[src/rtl/acc_reg_file_ras_pkg.sv]
// Shared definitions for the accumulator register file and its return-address stack.
package acc_reg_file_ras_pkg;

    // Default parameter values shared by the top and the stack sub-module.
    localparam int unsigned DEF_DW        = 8;
    localparam int unsigned DEF_NREG      = 16;
    localparam int unsigned DEF_TW        = 10;
    localparam int unsigned DEF_RAS_DEPTH = 4;
    localparam int unsigned DEF_BYPASS    = 0;

    // Stack operation requested in a cycle, decoded from the push/pop pair.
    typedef enum logic [1:0] {
        NONE = 2'b00,
        PUSH = 2'b01,
        POP  = 2'b10,
        SWAP = 2'b11
    } ras_op_e;

endpackage

[src/rtl/acc_reg_file_ras_ras_stack.sv]
// Return-address stack: entry storage, occupancy count, flags and op decode.
// Storage is not reset; the top output is forced to zero while empty so stale
// entries can never be observed.
module ras_stack
    import acc_reg_file_ras_pkg::*;
#(
    parameter int unsigned TW    = DEF_TW,
    parameter int unsigned DEPTH = DEF_RAS_DEPTH
) (
    input  logic          clk,
    input  logic          reset,
    input  logic          push,
    input  logic          pop,
    input  logic [TW-1:0] push_addr,
    output logic [TW-1:0] top,
    output logic          pop_valid,
    output logic          full,
    output logic          empty,
    output logic          overflow,
    output logic          underflow
);

    localparam int unsigned CW = $clog2(DEPTH + 1);
    localparam int unsigned PW = $clog2(DEPTH);

    logic [TW-1:0] mem [DEPTH];
    logic [CW-1:0] count;
    logic [PW-1:0] top_idx;
    logic [PW-1:0] mem_idx;
    logic          mem_we;
    ras_op_e       op;

    assign empty     = (count == '0);
    assign full      = (count == CW'(DEPTH));
    assign top_idx   = PW'(count - CW'(1));
    assign top       = empty ? '0 : mem[top_idx];
    assign pop_valid = pop && !empty;

    // Decode the push/pop request pair into a single stack operation.
    always_comb begin
        op = NONE;
        unique case ({push, pop})
            2'b10:   op = PUSH;
            2'b01:   op = POP;
            2'b11:   op = SWAP;
            default: op = NONE;
        endcase
    end

    // Pick the storage slot written this cycle; a swap on an empty stack
    // degenerates into a plain push into slot 0.
    always_comb begin
        mem_we  = 1'b0;
        mem_idx = '0;
        unique case (op)
            PUSH: begin
                mem_we  = !full;
                mem_idx = PW'(count);
            end
            SWAP: begin
                mem_we  = 1'b1;
                mem_idx = empty ? '0 : top_idx;
            end
            default: begin
                mem_we  = 1'b0;
                mem_idx = '0;
            end
        endcase
    end

    // Entry storage update; suppressed during reset so reset dominates pushes.
    always_ff @(posedge clk) begin
        if (!reset && mem_we) begin
            mem[mem_idx] <= push_addr;
        end
    end

    // Occupancy count and sticky error flags.
    always_ff @(posedge clk) begin
        if (reset) begin
            count     <= '0;
            overflow  <= 1'b0;
            underflow <= 1'b0;
        end else begin
            unique case (op)
                PUSH: begin
                    if (full) begin
                        overflow <= 1'b1;
                    end else begin
                        count <= count + CW'(1);
                    end
                end
                POP: begin
                    if (empty) begin
                        underflow <= 1'b1;
                    end else begin
                        count <= count - CW'(1);
                    end
                end
                SWAP: begin
                    if (empty) begin
                        underflow <= 1'b1;
                        count     <= CW'(1);
                    end
                end
                default: begin
                end
            endcase
        end
    end

endmodule

[src/rtl/acc_reg_file_ras.sv]
// Accumulator/general register file with a branch register fed either by the
// LUT target or by the return-address stack.
module acc_reg_file_ras
    import acc_reg_file_ras_pkg::*;
#(
    parameter int unsigned DW        = DEF_DW,
    parameter int unsigned NREG      = DEF_NREG,
    parameter int unsigned TW        = DEF_TW,
    parameter int unsigned RAS_DEPTH = DEF_RAS_DEPTH,
    parameter int unsigned BYPASS    = DEF_BYPASS,
    localparam int unsigned AW       = $clog2(NREG)
) (
    input  logic          Clk,
    input  logic          Reset,
    input  logic          WriteR0,
    input  logic          GenRegWrite,
    input  logic [AW-1:0] Raddr,
    input  logic [DW-1:0] DataIn,
    input  logic          LUTsignal,
    input  logic [TW-1:0] Target,
    input  logic          Push,
    input  logic [TW-1:0] PushAddr,
    input  logic          Pop,
    output logic [DW-1:0] DataOutOperand,
    output logic [DW-1:0] DataOutAccumulator,
    output logic [TW-1:0] DataOutBranchReg,
    output logic          RasFull,
    output logic          RasEmpty,
    output logic          RasOverflow,
    output logic          RasUnderflow
);

    logic [DW-1:0] regs [NREG];
    logic [TW-1:0] branch_reg;
    logic [TW-1:0] ras_top;
    logic          ras_pop_valid;
    logic          hit_operand;
    logic          hit_acc;

    ras_stack #(
        .TW    (TW),
        .DEPTH (RAS_DEPTH)
    ) u_ras_stack (
        .clk       (Clk),
        .reset     (Reset),
        .push      (Push),
        .pop       (Pop),
        .push_addr (PushAddr),
        .top       (ras_top),
        .pop_valid (ras_pop_valid),
        .full      (RasFull),
        .empty     (RasEmpty),
        .overflow  (RasOverflow),
        .underflow (RasUnderflow)
    );

    // Register writes; WriteR0 and GenRegWrite to R0 carry the same data, so
    // both landing on R0 is a single write.
    always_ff @(posedge Clk) begin
        if (Reset) begin
            for (int unsigned i = 0; i < NREG; i++) begin
                regs[i] <= '0;
            end
        end else begin
            if (GenRegWrite) begin
                regs[Raddr] <= DataIn;
            end
            if (WriteR0) begin
                regs[0] <= DataIn;
            end
        end
    end

    // Branch register: a valid pop has priority over the LUT target.
    always_ff @(posedge Clk) begin
        if (Reset) begin
            branch_reg <= '0;
        end else if (ras_pop_valid) begin
            branch_reg <= ras_top;
        end else if (LUTsignal) begin
            branch_reg <= Target;
        end
    end

    // Combinational reads with optional write-through forwarding.
    always_comb begin
        hit_operand        = GenRegWrite || (WriteR0 && (Raddr == '0));
        hit_acc            = WriteR0 || (GenRegWrite && (Raddr == '0));
        DataOutOperand     = regs[Raddr];
        DataOutAccumulator = regs[0];
        if (BYPASS != 0) begin
            if (hit_operand) begin
                DataOutOperand = DataIn;
            end
            if (hit_acc) begin
                DataOutAccumulator = DataIn;
            end
        end
    end

    assign DataOutBranchReg = branch_reg;

endmodule

[config.mk]
export PLATFORM = sky130hd
export DESIGN_NAME = acc_reg_file_ras
export DESIGN_NICKNAME = d
export VERILOG_FILES = /design/src/rtl/acc_reg_file_ras_pkg.sv /design/src/rtl/acc_reg_file_ras_ras_stack.sv /design/src/rtl/acc_reg_file_ras.sv
export SDC_FILE = /design/constraint.sdc
export NUM_CORES = 1
export LEC_CHECK = 0
export ABC_CLOCK_PERIOD_IN_PS = 3300
export BUFFER_PORTS_ARGS = -buffer_cell sky130_fd_sc_hd__buf_2
export CORE_AREA = 5 5 168 170
export CTS_BUF_LIST = sky130_fd_sc_hd__clkbuf_16
export DETAILED_ROUTE_END_ITERATION = 16
export DIE_AREA = 0 0 173 175
export HOLD_SLACK_MARGIN = 0.05
export PLACE_DENSITY = 0.44
export SYNTH_ARGS = -nofsm -noshare
export SYNTH_HDL_FRONTEND = slang
export SYNTH_SLANG_ARGS = --single-unit
[constraint.sdc]
create_clock -name Clk -period 3.3 [get_ports Clk]
set_clock_uncertainty 0.05 [all_clocks]
set_input_delay 0.165 -clock Clk [delete_from_list [all_inputs] [get_ports Clk]]
set_output_delay 0.165 -clock Clk [all_outputs]
set_load 0.05 [all_outputs]
==> impl_metrics.tcl <==
set metrics [dict create \
    status "completed" \
    drv_cap 0 \
    gp_congestion 0.781 \
    hold_start "DataIn[7]" \
    via_count 5075 \
    drive_gt1_share_pct 24.0 \
    rsz0062_at_grt "false" \
    worstMarginPinSlew_ns 0.947 \
    fmax_mhz 415 \
    grt.total_usage_pct 14.1 \
    syn_area_um2 8120 \
    synth_fp_nets 618 \
    grt_max_degree 40 \
    fin_nets 705 \
    fin_hold_ws_ns 0.0737 \
    yosysWarnings 0 \
    grt_pass1_vias 5244 \
    ant_nets 0 \
    syn2layout_area_growth_pct 18.4 \
    drt_iter0_markers 371 \
    crit_path_start_kind "flip-flop" \
    critPathKind "flip-flop to flip-flop" \
    p_leak_nw 3.34 \
    regArea_um2 5350 \
    wl_per_cell_um 21.2 \
    dp_hpwl_um 15100 \
    drv_slew 0 \
    layout_min_cycle_time_ns 2.41 \
    cts_tree "built" \
    power_w 0.00610 \
    cp_max_fo 20 \
    die_y_um 175 \
    clk_latency_ns 0.42 \
    n_antenna_cell 0 \
    multiInputGateArea_um2 2560 \
    cellPowerDensity_nw_per_um2 635 \
    clk_path_buf_depth 2 \
    htreeDepth 4 \
    r2r_start "u_ras_stack.count[1]" \
    vdd_drop_max_mv 0.450 \
    hold_viol 0 \
    r2r_cells 6 \
    grt-ovfl-total 0 \
    holdCritPathClass "input port to flip-flop" \
    avgSynthCellArea_um2 14.1 \
    min_path_cells 2 \
    setup_violations 0 \
    initial_core_util_pct 30.6 \
    post-route-util_pct 36.2 \
    vias_per_cell 4.99 \
    ys_ff_latch 183 \
    synth-main-ff-cell "edfxtp_1" \
    synth_edf_count 168 \
    endpoint_kind "flip-flop" \
    tns_ns 0 \
    path_clk_slew_ns 0.08 \
    required_ns 3.59 \
    crit_arrival_ns 2.70 \
    synth_cells 576 \
    antenna_found_initial 0 \
    std_cell_rows 60 \
    fin_crit_sh_pct 73.1 \
    drc 0 \
    io_pins 69 \
    cts_root_buffer "clkbuf_16" \
    grt_pass1_wl_um 32100 \
    cts_sinks 183 \
    post_cts_buffers 0 \
    portBuffers 68 \
    slew_headroom_pct 36.9 \
    numCtsBuffers 17 \
    ys_types 42 \
    die_area_um2 30300 \
    core-area_um2 26600 \
    crit_start "u_ras_stack.count[1]" \
    fillers 2614 \
    synthArstFlopShare_pct 0 \
    wirelength_um 21500 \
    yosysSeqAreaShare_pct 65.8 \
    die_w_um 173 \
    firstDrtPassIters 8 \
]
[sequential cells by signal, summed over array words and instances (netlist names)]
signal / flops
regs: 128
u_ras_stack.mem: 40
DataOutBranchReg: 10
u_ras_stack.count: 3
u_ras_stack.overflow: 1
u_ras_stack.underflow: 1
[placed cells by master, fill, tap and decap left out, drive strengths merged, types with 4 or more instances in the layout]
| cell | count |
|---|---|
| nor3 | 5 |
| nand2b | 4 |
| mux2i | 10 |
| clkinv | 6 |
| nand3 | 15 |
| edfxtp | 168 |
| mux4 | 42 |
| buf | 86 |
| and2 | 26 |
| dlygate4sd3 | 19 |
| clkbuf | 17 |
| a211oi | 12 |
| nor2b | 6 |
| nand2 | 58 |
| inv | 14 |
| nor2 | 123 |
| a22oi | 17 |
| dfxtp | 15 |
[worst max-delay path, stage by stage, from the launching register on]
cell      delay (ns)
dfxtp_1         0.38
inv_1           0.11
ha_1            0.36
nor2b_2         0.32
nand2b_1        0.70
nor2_1          0.15
a211oi_1        0.26
[synthesized netlist by cell type, drive strengths merged, types with 4 or more instances]
| cell type | n | area share, % |
|---|---|---|
| buf | 17 | 1.5 |
| and2 | 26 | 2.0 |
| a211oi | 12 | 1.1 |
| mux2i | 10 | 1.2 |
| a22oi | 17 | 1.7 |
| clkbuf | 20 | 0.92 |
| nor3 | 5 | 0.31 |
| dfxtp | 15 | 3.7 |
| edfxtp | 168 | 62 |
| nor2 | 123 | 5.7 |
| nor2b | 6 | 0.49 |
| mux4 | 42 | 12 |
| nand2 | 58 | 2.7 |
| nand3 | 15 | 0.92 |
| inv | 6 | 0.28 |
| nand2b | 4 | 0.31 |
[area by class of cell]
type,instances,share of cell area [%]
sequential,183,55.6
tap,341,4.44
clock inverter,15,1.67
multi-input combinational,350,26.6
timing repair buffer,105,7.05
clock buffer,17,4.42
inverter,6,0.234
[where the power goes]
group	total [W]	internal (W)	switching (W)
registers	0.00281	0.00272	0.0000865
logic	0.00127	0.000437	0.000832
clock network	0.00203	0.00102	0.00101
total	0.00610	0.00418	0.00193
[path summary, 6_finish.rpt]
check	end	slack (ns)
worst max register to register	DataOutBranchReg[9]	0.89
worst min-delay path	regs[0][7]	0.07
worst max-delay path	DataOutBranchReg[9]	0.89
worst min register to register	u_ras_stack.overflow	0.42
[metal layers]
layer / GRT usage (%) / part of all wire, % / wire length, µm
met1: 18.6 / 45 / 9590
met5: 0 / 0 / 0
met2: 23.9 / 50 / 10800
met3: 2.36 / 4.1 / 883
met4: 4.02 / 1.0 / 217
[per-stage QoR]
step / instance area [µm²] / cells / setup slack (ns)
5_1_grt: 9620 / 1017 / 0.699
4_1_cts: 9620 / 1017 / 0.826
3_5_place_dp: 8840 / 966 / 0.817
3_3_place_gp: 8840 / 966 / 0.883
6_report: 9620 / 1017 / 0.889
2_1_floorplan: 8120 / 576 / 0.336
[repair_timing]
| item | 4_1_cts | 5_1_grt |
|---|---|---|
| hold endpoints to repair | 49 | 0 |
| resized for setup | 0 | 0 |
| hold buffers | 19 | 0 |
[cell families (layout without fill, tap and decap cells)]
logic type	after synthesis	in the layout	share of synthesized area (%)
buf+inv	43	143	2.71
compound gates	53	53	4.94
fa+ha+maj	3	3	0.462
flops	183	183	65.8
simple gates	241	241	12.8
mux	52	52	13.2
xor+xnor	1	1	0.108
No activity file was read; power rests on OpenSTA's default activity.
